### src/rtl/spi_regfile_pkg.sv
// Shared constants, address map and FSM state type for the SPI register file.
package spi_regfile_pkg;

  localparam int FRAME_W  = 16;
  localparam int NUM_REGS = 5;

  localparam logic [4:0] FRAME_BITS = 5'(FRAME_W);
  localparam logic [4:0] CNT_SAT    = 5'd17;

  localparam logic [6:0] ADDR_EN_OUT_7_0  = 7'h00;
  localparam logic [6:0] ADDR_EN_OUT_15_8 = 7'h01;
  localparam logic [6:0] ADDR_EN_PWM_7_0  = 7'h02;
  localparam logic [6:0] ADDR_EN_PWM_15_8 = 7'h03;
  localparam logic [6:0] ADDR_PWM_DUTY    = 7'h04;
  localparam logic [6:0] MAX_ADDR         = 7'h04;

  typedef enum logic [1:0] {
    IDLE   = 2'd0,
    SHIFT  = 2'd1,
    COMMIT = 2'd2
  } state_e;

endpackage

### src/rtl/spi_sync2.sv
// Two-flop synchroniser bringing one pad signal into the clk domain.
module spi_sync2 #(
  parameter logic RESET_VAL = 1'b0
) (
  input  logic clk,
  input  logic rst,
  input  logic d_i,
  output logic q_o
);

  logic meta_q;
  logic sync_q;

  always_ff @(posedge clk or posedge rst) begin
    if (rst) begin
      meta_q <= RESET_VAL;
      sync_q <= RESET_VAL;
    end else begin
      meta_q <= d_i;
      sync_q <= meta_q;
    end
  end

  assign q_o = sync_q;

endmodule

### src/rtl/spi_regfile.sv
// Mode-0 SPI slave writing a five-entry register file, oversampled in the clk domain.
// Define SPI_READBACK_EN to add read frames returning register data on cipo.
module spi_regfile
  import spi_regfile_pkg::*;
(
  input  logic       clk,
  input  logic       rst,
  input  logic       sclk,
  input  logic       copi,
  input  logic       ncs,
  output logic       cipo,
  output logic [7:0] en_reg_out_7_0,
  output logic [7:0] en_reg_out_15_8,
  output logic [7:0] en_reg_pwm_7_0,
  output logic [7:0] en_reg_pwm_15_8,
  output logic [7:0] pwm_duty_cycle
);

  logic ncsSync, sclkSync, copiSync;
  logic ncsPrev_q, sclkPrev_q;
  logic ncsFall, ncsRise, sclkRise;

  state_e               state_q, state_d;
  logic [FRAME_W-1:0]   shift_q, shift_d;
  logic [4:0]           cnt_q, cnt_d;
  logic                 pend_q, pend_d;
  logic [7:0]           regs_q [NUM_REGS];
  logic [7:0]           regs_d [NUM_REGS];
  logic                 frameOk;

  spi_sync2 #(.RESET_VAL(1'b1)) uSyncNcs  (.clk(clk), .rst(rst), .d_i(ncs),  .q_o(ncsSync));
  spi_sync2 #(.RESET_VAL(1'b0)) uSyncSclk (.clk(clk), .rst(rst), .d_i(sclk), .q_o(sclkSync));
  spi_sync2 #(.RESET_VAL(1'b0)) uSyncCopi (.clk(clk), .rst(rst), .d_i(copi), .q_o(copiSync));

  assign ncsFall  = ncsPrev_q & ~ncsSync;
  assign ncsRise  = ~ncsPrev_q & ncsSync;
  assign sclkRise = sclkSync & ~sclkPrev_q;

  assign frameOk = (cnt_q == FRAME_BITS) && shift_q[15] && (shift_q[14:8] <= MAX_ADDR);

  // A falling ncs seen while committing is remembered so back-to-back frames are not lost.
  always_comb begin
    state_d = state_q;
    shift_d = shift_q;
    cnt_d   = cnt_q;
    pend_d  = pend_q;
    regs_d  = regs_q;
    case (state_q)
      IDLE: begin
        if (ncsFall || pend_q) begin
          state_d = SHIFT;
          shift_d = '0;
          cnt_d   = '0;
          pend_d  = 1'b0;
        end
      end
      SHIFT: begin
        if (sclkRise) begin
          shift_d = {shift_q[FRAME_W-2:0], copiSync};
          if (cnt_q != CNT_SAT) cnt_d = cnt_q + 5'd1;
        end
        if (ncsRise) state_d = COMMIT;
      end
      COMMIT: begin
        for (int i = 0; i < NUM_REGS; i++) begin
          if (frameOk && (shift_q[14:8] == 7'(i))) regs_d[i] = shift_q[7:0];
        end
        if (ncsFall) pend_d = 1'b1;
        state_d = IDLE;
      end
      default: state_d = IDLE;
    endcase
  end

  always_ff @(posedge clk or posedge rst) begin
    if (rst) begin
      ncsPrev_q  <= 1'b1;
      sclkPrev_q <= 1'b0;
      state_q    <= IDLE;
      shift_q    <= '0;
      cnt_q      <= '0;
      pend_q     <= 1'b0;
      for (int i = 0; i < NUM_REGS; i++) regs_q[i] <= '0;
    end else begin
      ncsPrev_q  <= ncsSync;
      sclkPrev_q <= sclkSync;
      state_q    <= state_d;
      shift_q    <= shift_d;
      cnt_q      <= cnt_d;
      pend_q     <= pend_d;
      regs_q     <= regs_d;
    end
  end

`ifdef SPI_READBACK_EN
  logic       sclkFall;
  logic [6:0] rdAddr;
  logic [7:0] rd_q, rd_d;
  logic       rdValid_q, rdValid_d;
  logic       cipo_q, cipo_d;

  assign sclkFall = ~sclkSync & sclkPrev_q;
  assign rdAddr   = {shift_q[5:0], copiSync};

  // The 8th rising edge completes R/W plus address; data then leaves on falls 8..15.
  always_comb begin
    rd_d      = rd_q;
    rdValid_d = rdValid_q;
    cipo_d    = cipo_q;
    if (state_q != SHIFT) begin
      rdValid_d = 1'b0;
      cipo_d    = 1'b0;
    end else begin
      if (sclkRise && (cnt_q == 5'd7) && !shift_q[6] && (rdAddr <= MAX_ADDR)) begin
        rdValid_d = 1'b1;
        for (int i = 0; i < NUM_REGS; i++) begin
          if (rdAddr == 7'(i)) rd_d = regs_q[i];
        end
      end
      if (sclkFall) begin
        if (rdValid_q && (cnt_q >= 5'd8) && (cnt_q <= 5'd15)) begin
          cipo_d = rd_q[7];
          rd_d   = {rd_q[6:0], 1'b0};
        end else begin
          cipo_d = 1'b0;
        end
      end
    end
  end

  always_ff @(posedge clk or posedge rst) begin
    if (rst) begin
      rd_q      <= '0;
      rdValid_q <= 1'b0;
      cipo_q    <= 1'b0;
    end else begin
      rd_q      <= rd_d;
      rdValid_q <= rdValid_d;
      cipo_q    <= cipo_d;
    end
  end

  assign cipo = cipo_q;
`else
  assign cipo = 1'b0;
`endif

  assign en_reg_out_7_0  = regs_q[ADDR_EN_OUT_7_0];
  assign en_reg_out_15_8 = regs_q[ADDR_EN_OUT_15_8];
  assign en_reg_pwm_7_0  = regs_q[ADDR_EN_PWM_7_0];
  assign en_reg_pwm_15_8 = regs_q[ADDR_EN_PWM_15_8];
  assign pwm_duty_cycle  = regs_q[ADDR_PWM_DUTY];

endmodule

### config.mk
export PLATFORM = sky130hd
export DESIGN_NAME = spi_regfile
export DESIGN_NICKNAME = d
export VERILOG_FILES = /design/src/rtl/spi_regfile_pkg.sv /design/src/rtl/spi_sync2.sv /design/src/rtl/spi_regfile.sv
export SDC_FILE = /design/constraint.sdc
export NUM_CORES = 1
export LEC_CHECK = 0
export ABC_AREA = 1
export ABC_CLOCK_PERIOD_IN_PS = 2290
export BUFFER_PORTS_ARGS = -buffer_cell sky130_fd_sc_hd__buf_2
export CAP_MARGIN = 30
export CORE_ASPECT_RATIO = 0.75
export CORE_UTILIZATION = 57
export CTS_CLUSTER_SIZE = 16
export DETAILED_ROUTE_END_ITERATION = 6
export PLACE_DENSITY = 0.84
export SKIP_CTS_REPAIR_TIMING = 1
export SLEW_MARGIN = 20
export SYNTH_ARGS = -nofsm -noshare
export SYNTH_HDL_FRONTEND = slang
export SYNTH_HIERARCHICAL = 1
export SYNTH_SLANG_ARGS = --single-unit
### constraint.sdc
create_clock -name clk -period 2.29 [get_ports clk]
set_input_delay 0.1145 -clock clk [delete_from_list [all_inputs] [get_ports clk]]
set_output_delay 0.1145 -clock clk [all_outputs]
set_load 0.1 [all_outputs]
==> flow_summary.toml <==
[logic_synthesis]
yosysSeqAreaShare = 0.532
async_flop_share = 1.00
yosysWarnings = 6
synth_top_area_frac = 0.509
synthTopCellsByCount = "nand2_1 (102), inv_1 (90), dfrtp_1 (69)"
synth_area_mm2 = 0.00339
synth_edf_count = 0
avgSynthCellArea_um2 = 8.38
yosys.cell_count.top_type = "nand2_1"
ys_ff_latch = 72
yosys-top-cells-area = "dfrtp_1 (51%), nand2_1 (11%), inv_1 (10%), nand3_1 (9.6%), dfstp_2 (2.3%)"
syn_nets = 413
synth_top_flop_cell = "dfrtp_1"
syn_inst = 405
synth_top_area_cell = "dfrtp_1"
ys_types = 28

[detailed_routing]
wirelength_um = 7200
postRouteAntennaNets = 0
drtIter0Drc = 212
post_drt_wl_per_cell_um = 13.4
drc = 0
viasPerCell = 5.05
vias = 2721
dr.pass1.iters = 5

[timing]
finalCritPeriodShare = 0.735
setup_viol = 0
fmax_mhz = 594
maxSlewHeadroom = 0.563
rsz0062_at_grt = "no"
slew_viol_final = 0
hold_slack_ns = 0.188
worst_pin_slew_ns = 0.655
period_needed_ns = 1.68
tns_ns = 0
hold_viol = 0
finClkSkew_ns = 0.00915

[die]
die_y_um = 68.8
fp.dieArea_mm2 = 0.00627
io-pin-count = 46
coreArea_mm2 = 0.00553
initial_core_util = 0.614
fp-row-count = 23
die_width_um = 91.1

[clock_network]
cts_tree = "done"
cts.root.buffer_cell = "clkbuf_8"
cts.sinks = 72
clk_pin_slew_worst_paths_ns = 0.08
h-tree-depth = 3
clk_latency_ns = 0.35
cts_buffers = 9
ctsLongestPathBuffers = 2

[worst_setup_path]
crit_arrival_ns = 1.98
cp_max_fo = 9
end_kind = "flip-flop"
cp.required_ns = 2.59
startpoint_type = "flip-flop"
critical_path_class = "flip-flop to flip-flop"

[grt]
met1_usage = 0.321
grt_max_degree = 38
grt_busiest_layer = "met2"
grt_pass1_wl_um = 11500
grt_use_met3 = 0.0647
overflow = 0
grt_util_met2 = 0.403
first_global_vias = 2470
grt_antenna_before_repair = 0
grt_usage = 0.247

[placement]
dp_hpwl_um = 4870
io_buffers = 44
dp_cells = 519
gp_congestion = 0.791
dpl_cell_area_mm2 = 0.00367

[outcome]
status = "finished, final reports clean"

[power_and_ir_drop]
ir_worst_vdd_mv = 0.576
powerDensity_mw_per_mm2 = 805
leakage_nw = 2.42

[cells_and_area]
regArea_mm2 = 0.00181
final_area_mm2 = 0.00400
n_antenna_cell = 0
fin_cells = 539
multi_input_area_mm2 = 0.00116
fillCellCount = 436
nets = 467
layout-drive-gt1-share = 0.198
syn2layout_area_growth_pct = 17.8

[run]
cap_viol_max_count = 0

[hold_path]
hold_path_class = "primary input to asynchronous set/reset pin"
[flip-flops by register name, indices dropped and copies added (netlist names)]
name              flops
en_reg_out_15_8       8
sclkPrev_q            1
uSyncSclk/q_o         1
en_reg_out_7_0        8
uSyncNcs/q_o          1
shift_q              16
uSyncCopi/q_o         1
uSyncNcs/meta_q       1
en_reg_pwm_7_0        8
en_reg_pwm_15_8       8
cnt_q                 5
pwm_duty_cycle        8
uSyncCopi/meta_q      1
state_q               2
ncsPrev_q             1
pend_q                1
uSyncSclk/meta_q      1
[logic make-up (layout without fill, tap and decap cells)]
| group | after synthesis | in the layout | share of synthesized area |
|---|---|---|---|
| and+or+nand+nor | 201 | 201 | 0.286 |
| DFF | 72 | 72 | 0.532 |
| AOI/OAI and AO/OA | 23 | 23 | 0.0365 |
| buffers and inverters | 102 | 161 | 0.125 |
| adders and majority gates | 3 | 3 | 0.0111 |
| xor gates and xnor gates | 3 | 3 | 0.00774 |
| other | 1 | 1 | 0.00111 |
[power by group]
group          internal, mW  total (mW)  switching [mW]  leakage, nW
clock                 0.948        1.45           0.503        0.140
combinational         0.100       0.384           0.284         1.30
sequential             1.33        1.38          0.0587        0.980
[routing by layer]
| metal | vias up | routed length [µm] |
|---|---|---|
| met1 | 1268 | 3290 |
| met2 | 107 | 3320 |
| met5 | - | 0 |
| met4 | 0 | 77 |
| met3 | 10 | 511 |
| li1 | 1336 | - |
[worst max-delay path: stages, from the launching register on]
cell     delay [ns]
dfrtp_1        0.44
inv_1          0.08
ha_1           0.18
nand2_1        0.07
inv_1          0.07
nand3_2        0.17
nor2_4         0.28
nand2_4        0.12
nand2_1        0.09
nand2_1        0.06
inv_1          0.05
[cell usage in the layout, fill, tap and decap left out, types with 2 or more instances in the layout]
cell and count:
bufinv_16 5, nand3_2 3, nand3_1 65, dfstp_2 3, inv_1 89, o21ai_1 11, ha_1 3, xor2_1 2
inv_2 6, nor2_4 5, dlygate4sd3_1 4, buf_2 44, clkbuf_8 9, o21ai_0 9, nand2_4 4, dfrtp_1 69
nor2_1 12, nor2_2 2, nand4_1 2, nand2_2 3, nand2_1 102
[layout make-up]
class,count,share of cell area
sequential,72,0.452
multi-input combinational,231,0.291
inverter,95,0.0892
timing repair buffer,50,0.0720
clock inverter,7,0.0416
clock buffer,9,0.0310
tap,75,0.0235
[through the flow]
stage / util / worst slack [ns] / total power [mW]
floorplan: - / 0.522 / 1.70
global placement: 0.663 / 0.742 / 1.76
detailed placement: 0.663 / 0.682 / 1.78
CTS: 0.716 / 0.609 / 3.22
global route: 0.723 / 0.495 / 3.33
finish: 0.723 / 0.607 / 3.22
[path summary, 6_finish.rpt]
| check | startpoint | end | slack, ns | cells after the start |
|---|---|---|---|---|
| max reg2reg | cnt_q[0] | en_reg_out_7_0[0] | 0.61 | 10 |
| min | rst | uSyncCopi/meta_q | 0.19 | 3 |
| min in group clk | uSyncCopi/meta_q | uSyncCopi/q_o | 0.35 | 0 |
| max | cnt_q[0] | en_reg_out_7_0[0] | 0.61 | 10 |
| min reg2reg | uSyncCopi/meta_q | uSyncCopi/q_o | 0.35 | 0 |
| max in group asynchronous | rst | ncsPrev_q | 1.18 | 4 |
(Power assumes the default switching activity.)
